### config.mk
export PLATFORM = sky130hd
export DESIGN_NAME = reg_writeback_flat
export DESIGN_NICKNAME = d
export VERILOG_FILES = /design/src/rtl/wb_pkg.sv /design/src/rtl/reg_writeback_if.sv /design/src/rtl/wb_slot.sv /design/src/rtl/reg_writeback.sv /design/src/flat_wrapper.sv
export SDC_FILE = /design/constraint.sdc
export NUM_CORES = 1
export LEC_CHECK = 0
export BUFFER_PORTS_ARGS = -buffer_cell sky130_fd_sc_hd__clkbuf_2
export CAP_MARGIN = 20
export CELL_PAD_IN_SITES_DETAIL_PLACEMENT = 0
export CELL_PAD_IN_SITES_GLOBAL_PLACEMENT = 2
export CORE_UTILIZATION = 39
export CTS_BUF_LIST = sky130_fd_sc_hd__clkbuf_2 sky130_fd_sc_hd__clkbuf_4 sky130_fd_sc_hd__clkbuf_8
export CTS_CLUSTER_SIZE = 20
export DETAILED_ROUTE_END_ITERATION = 10
export HOLD_SLACK_MARGIN = 0.08
export PLACE_DENSITY_LB_ADDON = 0.1
export SETUP_SLACK_MARGIN = 0.2
export SYNTH_ARGS = -nofsm -noshare
export SYNTH_HDL_FRONTEND = slang
export SYNTH_SLANG_ARGS = --single-unit
### constraint.sdc
create_clock -name clk -period 4.15 [get_ports clk]
set_input_delay 0.83 -clock clk [delete_from_list [all_inputs] [get_ports clk]]
set_output_delay 0.83 -clock clk [all_outputs]
set_load 0.02 [all_outputs]
### src/rtl/wb_pkg.sv
// Shared constants and types for the register write-back arbiter and scoreboard.
package wb_pkg;

    localparam int DATA_W = 32;
    localparam int ADDR_W = 4;
    localparam int NREG   = 2 ** ADDR_W;

    typedef enum logic {
        SRC_ALU = 1'b0,
        SRC_LD  = 1'b1
    } src_e;

    typedef struct packed {
        logic              valid;
        logic [ADDR_W-1:0] addr;
        logic [DATA_W-1:0] data;
    } slot_t;

endpackage

### src/rtl/reg_writeback_if.sv
// Producer handshakes, decode claim port and register-file write port of reg_writeback.
interface reg_writeback_if;
    import wb_pkg::*;

    logic              alu_valid;
    logic              alu_ready;
    logic [ADDR_W-1:0] alu_addr;
    logic [DATA_W-1:0] alu_data;

    logic              ld_valid;
    logic              ld_ready;
    logic [ADDR_W-1:0] ld_addr;
    logic [DATA_W-1:0] ld_data;

    logic              alloc_valid;
    logic [ADDR_W-1:0] alloc_addr;
    logic              alloc_ready;

    logic              write_enable1;
    logic [ADDR_W-1:0] write_addr;
    logic [DATA_W-1:0] write_data;
    logic [NREG-1:0]   busy;
    logic              wb_err;

    modport slave (
        input  alu_valid, alu_addr, alu_data,
        input  ld_valid, ld_addr, ld_data,
        input  alloc_valid, alloc_addr,
        output alu_ready, ld_ready, alloc_ready,
        output write_enable1, write_addr, write_data, busy, wb_err
    );

    modport master (
        output alu_valid, alu_addr, alu_data,
        output ld_valid, ld_addr, ld_data,
        output alloc_valid, alloc_addr,
        input  alu_ready, ld_ready, alloc_ready,
        input  write_enable1, write_addr, write_data, busy, wb_err
    );

endinterface

### src/rtl/wb_slot.sv
// One-entry holding register for a producer result; frees itself when drained and
// can be refilled at the same edge.
module wb_slot
    import wb_pkg::*;
(
    input  logic              clk,
    input  logic              rst_n,
    input  logic              in_valid,
    output logic              in_ready,
    input  logic [ADDR_W-1:0] in_addr,
    input  logic [DATA_W-1:0] in_data,
    input  logic              drain,
    output slot_t             slot
);

    slot_t slot_q, slot_d;

    // NOTE: every always_comb output gets a default first, so no path can infer a latch.
    always_comb begin
        in_ready = !slot_q.valid || drain;
        slot_d   = slot_q;
        if (in_valid && in_ready) begin
            slot_d.valid = 1'b1;
            slot_d.addr  = in_addr;
            slot_d.data  = in_data;
        end else if (drain) begin
            slot_d.valid = 1'b0;
        end
    end

    // NOTE: state registers use non-blocking assignments only, so every flop samples pre-edge values.
    always_ff @(posedge clk or negedge rst_n) begin
        if (!rst_n) begin
            slot_q <= '0;
        end else begin
            slot_q <= slot_d;
        end
    end

    assign slot = slot_q;

endmodule

### src/rtl/reg_writeback.sv
// Write-back arbiter: serialises ALU and load results onto the register-file write port
// and keeps the per-register outstanding-producer scoreboard.
module reg_writeback
    import wb_pkg::*;
(
    input logic            clk,
    input logic            rst_n,
    reg_writeback_if.slave bus
);

    slot_t alu_slot, ld_slot, gnt;
    logic  alu_drain, ld_drain, alloc_fire;

    src_e              last_q, last_d;
    logic              write_enable1_q, write_enable1_d;
    logic [ADDR_W-1:0] write_addr_q, write_addr_d;
    logic [DATA_W-1:0] write_data_q, write_data_d;
    logic [NREG-1:0]   busy_q, busy_d;
    logic              wb_err_q, wb_err_d;

    wb_slot u_alu_slot (
        .clk      (clk),
        .rst_n    (rst_n),
        .in_valid (bus.alu_valid),
        .in_ready (bus.alu_ready),
        .in_addr  (bus.alu_addr),
        .in_data  (bus.alu_data),
        .drain    (alu_drain),
        .slot     (alu_slot)
    );

    wb_slot u_ld_slot (
        .clk      (clk),
        .rst_n    (rst_n),
        .in_valid (bus.ld_valid),
        .in_ready (bus.ld_ready),
        .in_addr  (bus.ld_addr),
        .in_data  (bus.ld_data),
        .drain    (ld_drain),
        .slot     (ld_slot)
    );

    // ALU wins when alone or when the load unit had the previous grant.
    always_comb begin
        alu_drain = alu_slot.valid && (!ld_slot.valid || last_q == SRC_LD);
        ld_drain  = ld_slot.valid && !alu_drain;
        gnt       = alu_drain ? alu_slot : ld_slot;
    end

    assign bus.alloc_ready = !busy_q[bus.alloc_addr];
    assign alloc_fire      = bus.alloc_valid && bus.alloc_ready;

    always_comb begin
        last_d          = last_q;
        write_enable1_d = 1'b0;
        write_addr_d    = write_addr_q;
        write_data_d    = write_data_q;
        busy_d          = busy_q;
        wb_err_d        = wb_err_q;
        if (gnt.valid) begin
            write_enable1_d   = 1'b1;
            write_addr_d      = gnt.addr;
            write_data_d      = gnt.data;
            busy_d[gnt.addr]  = 1'b0;
            last_d            = alu_drain ? SRC_ALU : SRC_LD;
            if (!busy_q[gnt.addr]) begin
                wb_err_d = 1'b1;
            end
        end
        // Applied after the clear: a freshly claimed register belongs to the new producer.
        if (alloc_fire) begin
            busy_d[bus.alloc_addr] = 1'b1;
        end
    end

    // NOTE: the scoreboard is a flop vector, not a RAM, so it is cleared by reset with everything else.
    always_ff @(posedge clk or negedge rst_n) begin
        if (!rst_n) begin
            last_q          <= SRC_LD;
            write_enable1_q <= 1'b0;
            write_addr_q    <= '0;
            write_data_q    <= '0;
            busy_q          <= '0;
            wb_err_q        <= 1'b0;
        end else begin
            last_q          <= last_d;
            write_enable1_q <= write_enable1_d;
            write_addr_q    <= write_addr_d;
            write_data_q    <= write_data_d;
            busy_q          <= busy_d;
            wb_err_q        <= wb_err_d;
        end
    end

    assign bus.write_enable1 = write_enable1_q;
    assign bus.write_addr    = write_addr_q;
    assign bus.write_data    = write_data_q;
    assign bus.busy          = busy_q;
    assign bus.wb_err        = wb_err_q;

endmodule

### src/flat_wrapper.sv
// flat-port wrapper written by rule: the top's interface ports become plain ports
module reg_writeback_flat import wb_pkg::*;
  (clk, rst_n, bus_alu_valid, bus_alu_addr, bus_alu_data, bus_ld_valid, bus_ld_addr, bus_ld_data, bus_alloc_valid, bus_alloc_addr, bus_alu_ready, bus_ld_ready, bus_alloc_ready, bus_write_enable1, bus_write_addr, bus_write_data, bus_busy, bus_wb_err);
  reg_writeback_if bus_i ();
  input logic clk;
  input logic rst_n;
  input wire logic [$bits(bus_i.alu_valid)-1:0] bus_alu_valid;
  input wire logic [$bits(bus_i.alu_addr)-1:0] bus_alu_addr;
  input wire logic [$bits(bus_i.alu_data)-1:0] bus_alu_data;
  input wire logic [$bits(bus_i.ld_valid)-1:0] bus_ld_valid;
  input wire logic [$bits(bus_i.ld_addr)-1:0] bus_ld_addr;
  input wire logic [$bits(bus_i.ld_data)-1:0] bus_ld_data;
  input wire logic [$bits(bus_i.alloc_valid)-1:0] bus_alloc_valid;
  input wire logic [$bits(bus_i.alloc_addr)-1:0] bus_alloc_addr;
  output wire logic [$bits(bus_i.alu_ready)-1:0] bus_alu_ready;
  output wire logic [$bits(bus_i.ld_ready)-1:0] bus_ld_ready;
  output wire logic [$bits(bus_i.alloc_ready)-1:0] bus_alloc_ready;
  output wire logic [$bits(bus_i.write_enable1)-1:0] bus_write_enable1;
  output wire logic [$bits(bus_i.write_addr)-1:0] bus_write_addr;
  output wire logic [$bits(bus_i.write_data)-1:0] bus_write_data;
  output wire logic [$bits(bus_i.busy)-1:0] bus_busy;
  output wire logic [$bits(bus_i.wb_err)-1:0] bus_wb_err;
  assign bus_i.alu_valid = bus_alu_valid;
  assign bus_i.alu_addr = bus_alu_addr;
  assign bus_i.alu_data = bus_alu_data;
  assign bus_i.ld_valid = bus_ld_valid;
  assign bus_i.ld_addr = bus_ld_addr;
  assign bus_i.ld_data = bus_ld_data;
  assign bus_i.alloc_valid = bus_alloc_valid;
  assign bus_i.alloc_addr = bus_alloc_addr;
  assign bus_alu_ready = bus_i.alu_ready;
  assign bus_ld_ready = bus_i.ld_ready;
  assign bus_alloc_ready = bus_i.alloc_ready;
  assign bus_write_enable1 = bus_i.write_enable1;
  assign bus_write_addr = bus_i.write_addr;
  assign bus_write_data = bus_i.write_data;
  assign bus_busy = bus_i.busy;
  assign bus_wb_err = bus_i.wb_err;
  reg_writeback u_core (.clk(clk), .rst_n(rst_n), .bus(bus_i));
endmodule
* Yosys cells after proc, flatten, opt, wreduce, memory -nomap -nowiden *
Index checks and enable logic that the tools add are counted.

word-level totals
  register bits = 129
  bits in latches = 0
  memory bits (writable) = 0
  bits in read-only memories = 0
  input port bits = 81
  output and inout bits = 57
  memories = 0

cells by class
  $add $sub $neg = 0
  multipliers = 0
  div/mod/pow operators = 0
  magnitude comparators = 4
  equal/unequal tests = 0
  shift-type cells = 0
  mux-type cells = 17
  bitwise gates (word level) = 4
  reductions and logical operators = 17

operators by type and width
  kind                                                                                 number
  37-bit two-way mux                                                                   1
  16-bit two-way mux                                                                   2
  16-bit AND                                                                           1
  16-bit NOT                                                                           1
  16-bit bitwise OR                                                                    1
  4-bit by 5-bit less-than comparator with 1-bit output, second input constant         2
  1-bit two-way mux                                                                    10
  1-bit binary-select mux with 4-bit select                                            2
  1-bit demux with 4-bit select                                                        2
  4-bit by 1-bit greater-or-equal comparator with 1-bit output, second input constant  2
  1-bit logical AND                                                                    7
  1-bit zero test                                                                      4
  2-bit nonzero test                                                                   2
  1-bit logical OR                                                                     3
  2-bit AND reduction                                                                  1
  1-bit NOT                                                                            1

* Longest topological paths before layout *
  depth in word-level cells = 13
  gate-level depth with buffers = 8

* By module *
From an unflattened synthesis, not the netlist that was laid out.

second synthesis, totals
  cell total of the unflattened synthesis = 450
  area total of the unflattened synthesis = 5950.7 um2

modules (own cells, without submodules)
  module         times used  cells an instance  area an instance (um2)
  wb_slot        2           79                 1508.9
  reg_writeback  1           292                2932.8

* Worst setup path after synthesis *
Ideal clock, no wire load.

  path kind = input to output
  start point = in bus_alloc_addr[0]
  end point = out bus_alloc_ready
  arrival time = 2.136 ns
  setup slack = 1.184 ns
  stages = 4
  buffers on the path = 1
  cells stage by stage = buf_2 -> mux4_2 -> mux4_2 -> inv_1

between the ends
  word-level cells in the longest chain between the ends = 3

ends and longest elaborated chain
  element                                    RTL line             RTL
  start: declaration                         flat_wrapper.sv:14   input wire logic [$bits(bus_i.alloc_addr)-1:0] bus_alloc_addr;
  1-bit binary-select mux with 4-bit select  reg_writeback.sv:50  assign bus.alloc_ready = !busy_q[bus.alloc_addr];
  1-bit two-way mux (implied by the code)    reg_writeback.sv:50
  1-bit zero test                            reg_writeback.sv:50
  end: declaration                           flat_wrapper.sv:17   output wire logic [$bits(bus_i.alloc_ready)-1:0] bus_alloc_ready;

Every way passes these cells. The select of a mux whose other input is x is not followed.

* Worst setup path in the final report *
Ends and elaborated chain as after synthesis.

==> out/qor.csv <==
metric;value;unit
status;finished clean;
postcts setup bufs;0;
die height;121;um
first-pass GRT wire length;20800;um
sequential share of power;42.1;%
WL/cell;16.7;um
crit path kind;in -> out;
DR vias;3875;
gp weighted congestion;0.832;
die width;121;um
pre-CTS setup slack;1020;ps
CTS tree;built;
antenna violations before repair;0;
commonest non-fill, non-tap cells in the layout;136 x clkbuf_2, 127 x dfrtp_1, 70 x mux2_2, 66 x o21ai_0, 45 x nand2_1;
final hold vios;0;
Ys Warns;0;
vias in the first global route;4048;
setup TNS;0;ps
final antenna-violating net count;0;
DP Area;6360;um^2
Die ar.;14600;um^2
Sw Pwr;1.81;mW
layout cell share with drive strength beyond 1;44.4;%
crit path capture type;primary output;
Clock Skew;15.1;ps
Post-Layout Cell Count;765;
DP Cell Count;733;
total power;4.91;mW
final hold slack;228;ps
post-route design area;6790;um^2
maximum clock path buffer count;2;
area added between synthesis and finish;23.5;%
Final Slew Violations;0;
Synth Area in XOR/XNOR;0;%
1st-iter DRT viols;181;
Worst setup SP type;primary input;
HPWL Detailed;8530;um
portion of netlist area occupied by mux cells;23.3;%
Final WS setup;1030;ps
Logic pwr share;35.5;%
unrepaired setup endpoints after global routing;no;
#FFs+latches synth;129;
metal3 WL;795;um
WL met2;6050;um
CP max stage cell;mux4_2;
PD cells;722;nW/um^2
Synth Area per Inst;12.7;um^2
First-pass DRT Iterations;4;
Synth Cell Area;5500;um^2
most area-consuming cells after synthesis;dfrtp_1 58%, mux2_2 14%, mux2i_1 6.0%;
crit share post-route;75.2;%
largest family of logic cells by synthesized area;multiplexers;
gr usage total;19.0;%
CP max stage delay;550;ps
maximum VDD drop;0.000285;V
Clock power frac;22.4;%
wl on met1;5750;um
Via density;5.07;
Synth cell types;40;
Synth top area share;58.2;%
Layout Nets;654;
Internal;3.09;mW
largest net degree at the start of global routing;78;
CTS root buf;clkbuf_8;
I/O pin count;138;
minimum clock period;3120;ps
Clock Latency Late Sink;440;ps
Final Util;49.1;%
simple-gate share of the synthesized area;7.21;%
Rows;43;
ANT cells;0;
H-tree lvl count;4;
total clock sinks;129;
worst slew pin tran;1010;ps
cell leakage power;3.23;nW
critical path required time;3320;ps
total CTS buffers;17;
# hold bufs at CTS;0;
Crit path arrival time;2290;ps
setup violators final;0;
Net Sw Frac;36.9;%
Synth Area in Compound Gates;8.64;%
Yosys top cell by area;dfrtp_1;
detailed-route wire length;12800;um
sequential area share after synthesis;58.7;%
fmax;321;MHz
core area;13800;um^2
initial core utilization;39.8;%
Max Cap Violations;0;
drt drc;0;
Slew HR;32.1;%
post_cts resized;0;
total grt overflow;0;
leading cell type in the layout, fill and taps excluded;clkbuf_2;
Mapped Cells;434;
largest fanout on the critical path;8;
min-delay worst type;in -> async;
# port buffers;137;
clock-pin slew on the worst setup and hold paths;70;ps
Mapped Nets;515;
Top Layer Used;met4;
CP cell instances;clkbuf_2 > mux4_2 > mux4_2 > inv_1 > clkbuf_2;
post-synthesis adder-cell area fraction;0;%
-- power by group through the flow --
stage	Sequential, mW	Clock (mW)	Combinational (mW)
after global placement	2.08	0	1.73
after detailed placement	2.09	0	1.77
after floorplan	2.30	0	0.925
final	2.07	1.10	1.74
after global routing	2.13	1.18	1.93
after CTS	2.07	1.13	1.77
-- registers in the layout (all words and copies together) (netlist names) --
signal and flops:
u_core.bus.write_data 32, u_core.bus.write_addr 4, u_core.u_alu_slot.slot 37, u_core.bus.wb_err 1
u_core.last_q 1, u_core.bus.busy 16, u_core.bus.write_enable1 1, u_core.u_ld_slot.slot 37
-- routing by layer --
metal / vias up / GRT usage (%)
met2: 108 / 30.3
met5: - / 0
met4: 0 / 7.79
li1: 1829 / -
met3: 16 / 6.18
met1: 1922 / 23.7
-- worst max-delay path: cells and delay by family --
family | cells | cell delay [ps]
multiplexers | 2 | 1040
buffers and inverters | 3 | 430
-- cells in the mapped netlist (all sizes together) --
cell type  count
a211oi         3
a21o           2
a21oi          5
a221oi         1
a311o          3
a31oi          3
a41o           1
and2           1
and2b          1
and3           5
buf           13
clkbuf         8
clkinv         1
dfrtp        128
dfstp          1
inv            4
mux2          74
mux2i         33
mux4           5
nand2         48
nand2b         5
nand3          5
nand4bb        1
nor2          10
nor3b          2
o21ai         67
or2            1
or3            1
or3b           1
or4b           1
-- worst paths after layout --
path / from / to / slack [ps] / depth (start not counted)
worst max-delay path: bus_alloc_addr[0] / bus_alloc_ready / 1030 / 5
worst min-delay path: rst_n / u_core.bus.busy[7] / 230 / 1
worst min register to register: u_core.u_alu_slot.slot[27] / u_core.bus.write_data[27] / 480 / 2
max in group asynchronous: rst_n / u_core.u_alu_slot.slot[16] / 3340 / 2
min in group clk: u_core.u_alu_slot.slot[27] / u_core.bus.write_data[27] / 480 / 2
worst max register to register: u_core.u_ld_slot.slot[36] / u_core.u_ld_slot.slot[32] / 1470 / 4
-- cells by family after synthesis --
kind of cell	count (synthesis)
buffers and inverters	26
and+or+nand+nor	82
muxes	112
DFF	129
AOI/OAI and AO/OA	85
-- final cells by class --
| class | count | area [um^2] |
|---|---|---|
| fill | 1268 | 7030 |
| tap | 180 | 225 |
| multi-input combinational | 279 | 2160 |
| clock buffer | 26 | 333 |
| clock inverter | 5 | 75.1 |
| sequential | 129 | 3230 |
| inverter | 5 | 18.8 |
| timing repair buffer | 141 | 751 |
Power figures use the tool's default switching activity.
